==> config.mk <==
export PLATFORM = sky130hd
export DESIGN_NAME = cnna_mul_pipe
export DESIGN_NICKNAME = d
export VERILOG_FILES = /design/src/rtl/cnna_mul_pipe.sv
export SDC_FILE = /design/constraint.sdc
export NUM_CORES = 1
export LEC_CHECK = 0
export BUFFER_PORTS_ARGS = -buffer_cell sky130_fd_sc_hd__buf_2
export CORE_MARGIN = 2
export CORE_UTILIZATION = 64
export CTS_CLUSTER_DIAMETER = 100
export DETAILED_ROUTE_END_ITERATION = 10
export GPL_TIMING_DRIVEN = 0
export PLACE_DENSITY_LB_ADDON = 0.2
export SLEW_MARGIN = 15
export SYNTH_ARGS = -nofsm -noshare
export SYNTH_HDL_FRONTEND = slang
export SYNTH_SLANG_ARGS = --single-unit
==> constraint.sdc <==
create_clock -name ap_clk -period 4.9 [get_ports ap_clk]
set_input_delay 0.98 -clock ap_clk [delete_from_list [all_inputs] [get_ports ap_clk]]
set_output_delay 0.98 -clock ap_clk [all_outputs]
set_load 0.02 [all_outputs]
==> src/rtl/cnna_mul_pipe.sv <==
// ----------------------------------------------------------------------------
// cnna_mul_pipe
//   Parametrised, pipelined multiplier for the CNN accelerator datapath.
//   Sits between the line-buffer/weight fetch stage and the accumulator tree.
//   Stage 1 captures din0*din1 (signed or unsigned), later stages copy the
//   previous one. One global advance enable drives every stage, so the
//   pipeline is a simple elastic shift register with back-pressure.
//
//   Optional feature: define CNNA_MUL_PIPE_SAT_EN to saturate dout when the
//   product does not fit dout_WIDTH (default build truncates to the LSBs).
//
// Ports
//   ap_clk      clock, rising edge
//   ap_rst      asynchronous active-high reset
//   din0/din1   operands A/B
//   din_tag     sideband returned unchanged with the product
//   din_valid   input beat valid
//   din_ready   block can accept a beat this cycle (combinational)
//   dout        product (truncated/extended, or saturated with the macro)
//   dout_tag    tag of the beat on dout
//   dout_valid  dout/dout_tag valid
//   dout_ready  downstream accepts the beat
//   busy        some pipeline stage holds a valid beat
//   ovf         sticky: an accepted product did not fit dout_WIDTH
// ----------------------------------------------------------------------------
module cnna_mul_pipe #(
  parameter int din0_WIDTH = 17,
  parameter int din1_WIDTH = 18,
  parameter int dout_WIDTH = 35,
  parameter int NUM_STAGE  = 3,
  parameter int IS_SIGNED  = 0,
  parameter int TAG_WIDTH  = 8
) (
  input  logic                  ap_clk,
  input  logic                  ap_rst,
  input  logic [din0_WIDTH-1:0] din0,
  input  logic [din1_WIDTH-1:0] din1,
  input  logic [TAG_WIDTH-1:0]  din_tag,
  input  logic                  din_valid,
  output logic                  din_ready,
  output logic [dout_WIDTH-1:0] dout,
  output logic [TAG_WIDTH-1:0]  dout_tag,
  output logic                  dout_valid,
  input  logic                  dout_ready,
  output logic                  busy,
  output logic                  ovf
);

  localparam int FULL_W = din0_WIDTH + din1_WIDTH;

  logic [FULL_W-1:0]     a_ext_s;
  logic [FULL_W-1:0]     b_ext_s;
  logic [FULL_W-1:0]     prod_s;
  logic [dout_WIDTH-1:0] res_s;
  logic                  fits_s;
  logic                  adv_s;
  logic                  xfer_s;

  logic [NUM_STAGE-1:0]                 vld_q, vld_d;
  logic [NUM_STAGE-1:0][dout_WIDTH-1:0] res_q, res_d;
  logic [NUM_STAGE-1:0][TAG_WIDTH-1:0]  tag_q, tag_d;
  logic                                 ovf_q, ovf_d;

  // Extending both operands to the full product width lets a plain
  // modular multiply give the right answer in either interpretation.
  generate
    if (IS_SIGNED != 0) begin : g_sext
      assign a_ext_s = {{din1_WIDTH{din0[din0_WIDTH-1]}}, din0};
      assign b_ext_s = {{din0_WIDTH{din1[din1_WIDTH-1]}}, din1};
    end else begin : g_zext
      assign a_ext_s = {{din1_WIDTH{1'b0}}, din0};
      assign b_ext_s = {{din0_WIDTH{1'b0}}, din1};
    end
  endgenerate

  assign prod_s = a_ext_s * b_ext_s;

  // Map the full product onto dout_WIDTH and decide whether it fits.
  generate
    if (dout_WIDTH > FULL_W) begin : g_wide
      logic ext_bit_s;
      assign ext_bit_s = (IS_SIGNED != 0) ? prod_s[FULL_W-1] : 1'b0;
      assign res_s     = {{(dout_WIDTH-FULL_W){ext_bit_s}}, prod_s};
      assign fits_s    = 1'b1;
    end else if (dout_WIDTH == FULL_W) begin : g_same
      assign res_s  = prod_s;
      assign fits_s = 1'b1;
    end else begin : g_narrow
      logic [dout_WIDTH-1:0] trunc_s;
      assign trunc_s = prod_s[dout_WIDTH-1:0];
      if (IS_SIGNED != 0) begin : g_sfit
        // Fits when every dropped bit equals the kept sign bit.
        logic [FULL_W-dout_WIDTH:0] top_s;
        assign top_s  = prod_s[FULL_W-1:dout_WIDTH-1];
        assign fits_s = (&top_s) | ~(|top_s);
      end else begin : g_ufit
        assign fits_s = ~(|prod_s[FULL_W-1:dout_WIDTH]);
      end
`ifdef CNNA_MUL_PIPE_SAT_EN
      logic [dout_WIDTH-1:0] sat_s;
      if (IS_SIGNED != 0) begin : g_ssat
        assign sat_s = prod_s[FULL_W-1] ? {1'b1, {(dout_WIDTH-1){1'b0}}}
                                        : {1'b0, {(dout_WIDTH-1){1'b1}}};
      end else begin : g_usat
        assign sat_s = {dout_WIDTH{1'b1}};
      end
      assign res_s = fits_s ? trunc_s : sat_s;
`else
      assign res_s = trunc_s;
`endif
    end
  endgenerate

  // The whole pipe moves together: it advances whenever the output slot
  // is empty or being consumed, so bubbles are squeezed out naturally.
  assign adv_s     = ~vld_q[NUM_STAGE-1] | dout_ready;
  assign xfer_s    = din_valid & adv_s;
  assign din_ready = adv_s;

  // Next-state of the stage registers and the sticky overflow flag.
  always_comb begin
    vld_d = vld_q;
    res_d = res_q;
    tag_d = tag_q;
    ovf_d = ovf_q;
    if (adv_s) begin
      vld_d[0] = xfer_s;
      // Bubbles carry zeros so ignored inputs never enter the pipe.
      res_d[0] = xfer_s ? res_s : {dout_WIDTH{1'b0}};
      tag_d[0] = xfer_s ? din_tag : {TAG_WIDTH{1'b0}};
      for (int i = 1; i < NUM_STAGE; i++) begin
        vld_d[i] = vld_q[i-1];
        res_d[i] = res_q[i-1];
        tag_d[i] = tag_q[i-1];
      end
    end else begin
      vld_d = vld_q;
      res_d = res_q;
      tag_d = tag_q;
    end
    if (xfer_s && !fits_s) begin
      ovf_d = 1'b1;
    end else begin
      ovf_d = ovf_q;
    end
  end

  // Stage registers and overflow flag.
  always_ff @(posedge ap_clk or posedge ap_rst) begin
    if (ap_rst) begin
      vld_q <= '0;
      res_q <= '0;
      tag_q <= '0;
      ovf_q <= 1'b0;
    end else begin
      vld_q <= vld_d;
      res_q <= res_d;
      tag_q <= tag_d;
      ovf_q <= ovf_d;
    end
  end

  assign dout       = res_q[NUM_STAGE-1];
  assign dout_tag   = tag_q[NUM_STAGE-1];
  assign dout_valid = vld_q[NUM_STAGE-1];
  assign busy       = |vld_q;
  assign ovf        = ovf_q;

endmodule

; ---- After elaboration in Yosys (flattened, before gate mapping)
; Index checks and enable logic that the tools add are counted.
[totals]
out_inout_bits = 47
word_cells = 14
input_bits = 47
regBits = 132
[op_classes]
bitwise_logic = 3
mul = 1
n_reduce_logical = 1
n_mux = 2
[ops]
columns = operator, count
row1 = $mul 17x18->35, 1
row2 = $mux 35, 1
row3 = $mux 8, 1
row4 = $reduce_or 3->1, 1
row5 = $and 1x1->1, 1
row6 = $not 1->1, 1
row7 = $or 1x1->1, 1

; ---- Logic depth before layout (Yosys ltp)
[depth]
depth_word = 4
ltp_mapped = 23
ltp_nobuf = 21

; ---- Worst setup path before layout
; No wires, ideal clock.
[synth_path]
path_kind = input port to flip-flop
from = input din0[2]
to = register res_q[29] (netlist bit)
setup_ns = 0.124
path_buffers = 3
path_slack_ns = -1.492
t_required_ns = 4.776
arrival_ns = 6.268
stages = 21
path_cell_list = clkbuf_1 clkbuf_1 nand2_1 fa_1 fa_1 fa_1 inv_1 fa_1 fa_1 inv_1 fa_1 inv_1 ha_1 buf_2 a21oi_2 o21ai_1 a221oi_1 nand2_1 a21oi_2 a2111oi_0 a211o_1
[synth_between]
elab_chain_len = 2
[synth_rtl]
columns = item, line_no
row1 = start: declaration, 36  ; input logic [din0_WIDTH-1:0] din0,
row2 = $mul 17x18->35, 76  ; assign prod_s = a_ext_s * b_ext_s;
row3 = $mux 35, 129  ; res_d[0] = xfer_s ? res_s : {dout_WIDTH{1'b0}};
row4 = end signal: assignment, 157  ; res_q <= res_d;
row5 = end: declaration, 60  ; logic [NUM_STAGE-1:0][dout_WIDTH-1:0] res_q, res_d;
; Every way passes these cells.
; A chain may end at the register's enable or synchronous reset.

; ---- Worst setup path after layout
[layout_path]
from = input din0[5]
to = register res_q[33] (netlist bit)
; The elaborated chain is that of the path after synthesis.

==> summary by stage <==
Setup path
The top cell family by delay on the critical path is adder cells. The kind of critical path is primary input to flop. The element type at the critical path end is a flop. Walking the worst path, the cells encountered are buf_12 > clkbuf_16 > and2_4 > fa_1 > inv_2 > fa_1 > fa_1 > inv_2 > fa_1 > fa_1 > inv_1 > fa_1 > inv_2 > ha_4 > buf_8 > a21oi_4 > o21ai_2 > a221oi_2 > a21oi_1 > a311oi_1 > xor2_1 > o21ai_1. The highest fanout seen on the critical path is 6.

The launch point of the worst reg-to-reg path is vld_q[2]. The critical path arrival is about 6500 ps. The largest stage delay on the critical path is around 550 ps. The slowest stage of the critical path belongs to the cell sky130_fd_sc_hd__fa_1.

By instance count, the cell type seen most on the critical path is sky130_fd_sc_hd__fa_1. The critical path starts at din0[5]. At the worst endpoint, the required time is between 5000 and 6000 ps.

The critical path contains buffers and inverters numbering 7 combined. The count of cells along the worst register-to-register path is 6. The startpoint class of the critical path is a primary input. In this run the number of cells on the critical path is 22.

Final layout
The fraction of the core area covered by cells at the end of the flow is slightly above 80%. In the final layout, the share of cells above drive strength 1 is 23.1%. The signed area change from the synthesized netlist to the final layout is 26.1%. The count of antenna diodes in the layout is 0.

The number of filler instances in the final layout is roughly 1300. The net count reported at finish is 2392. The non-filler instance count after layout is 2329.

Job
The tool flagged a number of max-cap violations equal to 0.

Clock network
The number of clock sinks is between 100 and 150. The clock tree from TritonCTS is yes. Hold repair after CTS inserted 0 buffers.

The clock latency reported for the late side of the worst-skew pair is about 410 ps. The cell sitting at the root of the clock tree is a sky130_fd_sc_hd__clkbuf_16. Buffers inserted during clock tree synthesis total 17. Counting along the longest clock path gives a buffer depth of 2. The clock input transition at the sequential cells of the worst setup and hold paths is 60 ps. The H-tree was split into 4 levels.

Drt
The number of DRC violations after detailed-routing iteration 0 is around 1400. For this block, the via count after detailed routing is around 13000. The routed design has 46600 µm of wire.

The number of vias per cell is about 5.7. Dividing the detail-routed wire length by the instance count gives 20.0 µm. The number of iterations in the first detailed-routing pass is 7.

The number of DRC violations after detailed routing is 0. The number of antenna-violating nets in the routed design is 0.

GRT
The first-pass GRT wire length is around 70000 µm. The pin count of the biggest net entering global routing is 68. The met2 usage is slightly above 60%.

The layer flagged by global routing as most heavily used is met2. Global routing finished with a remaining overflow of 0. The met1 usage in global routing is ~43%. The routing usage on met3 is under 10%. The via count of the first global-routing pass is between 10000 and 15000. Global routing consumed, over all layers together, between 30% and 40% of the routing resources.

The initial antenna violation count is 0.

Placement
At the end of routability-driven placement, the weighted congestion stood at just over 0.9. The wire-length estimate of the detail-placed layout is just over 30000 µm. The number of I/O port buffers is 84. The cell count after placement is between 2000 and 2500. The pre-CTS setup slack is -1930 ps.

Floorplan
The core region is approximately 0.024 mm². Measured along the y axis, the die boundary spans approximately 160 µm. Pin placement for this block handled 94 I/O pins. The effective utilization at floorplan is 65.7%.

In this run the horizontal extent of the chip is between 150 and 200 µm. Row generation in the floorplan step produced 56 rows. The total die area is about 0.026 mm².

Timing
The headroom to the max-slew limit is 54.5%. The number of slew-limit violations in the final report is 0. The actual transition at the worst max-transition pin is 678 ps. The period utilization is 126%.

Setup violations remaining at the end of the flow were counted as 25. For this run, the top clock speed supported by timing is around 160 MHz. Setup repair after global routing could not meet its margin everywhere. The worst path in the final design needs a cycle of a little over 6000 ps, including I/O delays and setup. The maximum clock skew at final layout is approximately 7.4 ps. The count of final hold-check violations is 0. In the post-route analysis, the smallest setup slack over all paths is -1290 ps.

Logic synthesis
The fraction of synthesis flops using an asynchronous set or reset pin is between 90% and 100%. The most frequent cell after synthesis is sky130_fd_sc_hd__nand2_1. By area the synthesized netlist is led by sky130_fd_sc_hd__fa_1 31%, sky130_fd_sc_hd__dfrtp_1 21%, sky130_fd_sc_hd__nand2_1 13%. The count of flip-flops with a built-in enable after synthesis is 0. The main flop type after synthesis is sky130_fd_sc_hd__dfrtp_1.

Counting instances in the post-synthesis netlist gives the leading cell types as 520 x sky130_fd_sc_hd__nand2_1, 297 x sky130_fd_sc_hd__inv_1, 239 x sky130_fd_sc_hd__fa_1, 132 x sky130_fd_sc_hd__dfrtp_1, 131 x sky130_fd_sc_hd__and2_1. The net count of the mapped netlist is 2191. The area share of the largest cell type after synthesis is a little under a third. The mapped netlist covers approximately 0.016 mm². The largest total area in the synthesized netlist belongs to sky130_fd_sc_hd__fa_1. Summing the sequential cell areas from Yosys gives a little over a fifth of the chip area. The synthesized area per cell is 8.64 µm². Synthesis handed over a netlist of approximately 1800 instances. The synthesis-stage register bit count is 132. After synthesis, the netlist uses between 50 and 60 different library cells. Yosys printed 0 warnings.

Outcome
The flow ran to the end, but the final reports show violations. The final reports fail on setup timing.

Hold path
The classification of the worst-slack hold path is flop to flop. The origin of the worst min-delay path is tag_q[11]. Along the worst hold path, the cell count comes to 2.
[registers in the layout, indices dropped and copies added (netlist names)]
signal / cells
dout: 35
vld_q: 3
res_q: 70
tag_q: 16
dout_tag: 8
[worst register-to-register path, cell delays in order (launching register included)]
cell and delay, ps:
sky130_fd_sc_hd__dfrtp_1 370, sky130_fd_sc_hd__nor2b_1 150, sky130_fd_sc_hd__clkbuf_1 300, sky130_fd_sc_hd__clkbuf_1 420, sky130_fd_sc_hd__clkbuf_1 510, sky130_fd_sc_hd__nand2_1 150, sky130_fd_sc_hd__o211ai_1 130
[layer usage]
metal | vias to the layer above | share of wire (%)
li1 | 5797 | -
met5 | - | 0
met2 | 824 | 49
met1 | 6438 | 36
met3 | 258 | 9.1
met4 | 0 | 6.5
[final timing paths]
path / slack (ps) / to
min reg2reg: 470 / tag_q[11]
max reg2reg: 2790 / res_q[31]
min in group asynchronous: 650 / dout[10]
min: 470 / tag_q[11]
max in group asynchronous: 3510 / tag_q[9]
max: -1290 / res_q[33]
[cell families (layout without fill, tap and decap cells)]
kind of cell               after synthesis  in the layout  synth area share (%)
other                                    1              1                0.0242
adders and majority gates              348            348                  39.6
DFF                                    132            132                  21.3
xor gates and xnor gates                24             24                  1.35
AOI/OAI and AO/OA                      134            134                  5.64
buffers and inverters                  426            640                  11.4
and+or+nand+nor                        731            731                  20.7
[layout by cell type (no fill, tap or decap), types with 11 or more instances in the layout]
cell / count
sky130_fd_sc_hd__nand3_1: 20
sky130_fd_sc_hd__and2_1: 123
sky130_fd_sc_hd__clkbuf_16: 40
sky130_fd_sc_hd__nand2_1: 500
sky130_fd_sc_hd__ha_4: 16
sky130_fd_sc_hd__nor2_1: 11
sky130_fd_sc_hd__buf_2: 59
sky130_fd_sc_hd__clkbuf_8: 13
sky130_fd_sc_hd__inv_2: 26
sky130_fd_sc_hd__dfrtp_1: 132
sky130_fd_sc_hd__clkbuf_1: 32
sky130_fd_sc_hd__ha_1: 90
sky130_fd_sc_hd__buf_6: 31
sky130_fd_sc_hd__a21oi_1: 16
sky130_fd_sc_hd__a21o_1: 11
sky130_fd_sc_hd__o21ai_1: 17
sky130_fd_sc_hd__inv_1: 271
sky130_fd_sc_hd__nand2_2: 17
sky130_fd_sc_hd__fa_1: 226
sky130_fd_sc_hd__fa_2: 13
sky130_fd_sc_hd__xor2_1: 11
sky130_fd_sc_hd__buf_4: 121
sky130_fd_sc_hd__buf_8: 15
[timing repair]
item / CTS / global route
pin swaps: 68 / 79
gates cloned: 7 / 0
hold endpoints to repair: 0 / 0
setup endpoints to repair: 26 / 26
setup buffers: 66 / 35
gates resized for setup: 208 / 132
[per-stage QoR]
stage	hold slack, ps	cell area (µm²)	setup TNS [ps]
2_1_floorplan	439	15900	-18780
3_3_place_gp	448	16700	-153800
3_5_place_dp	455	16700	-40920
4_1_cts	468	18900	-18110
5_1_grt	490	19600	-25120
6_report	465	19600	-22480
[cell type report]
cell class	instances	area (µm²)	share of cell area, %
clock buffer	18	439	2.24
multi-input combinational	1238	11300	57.5
buffer	123	1330	6.77
inverter	299	1130	5.76
tap	319	399	2.04
timing repair buffer	186	1570	8.00
clock inverter	14	153	0.780
sequential	132	3300	16.9
Power is left out: the tool's default activity adds up to more than one toggle a clock period on the data nets, which glitch-free logic cannot reach.
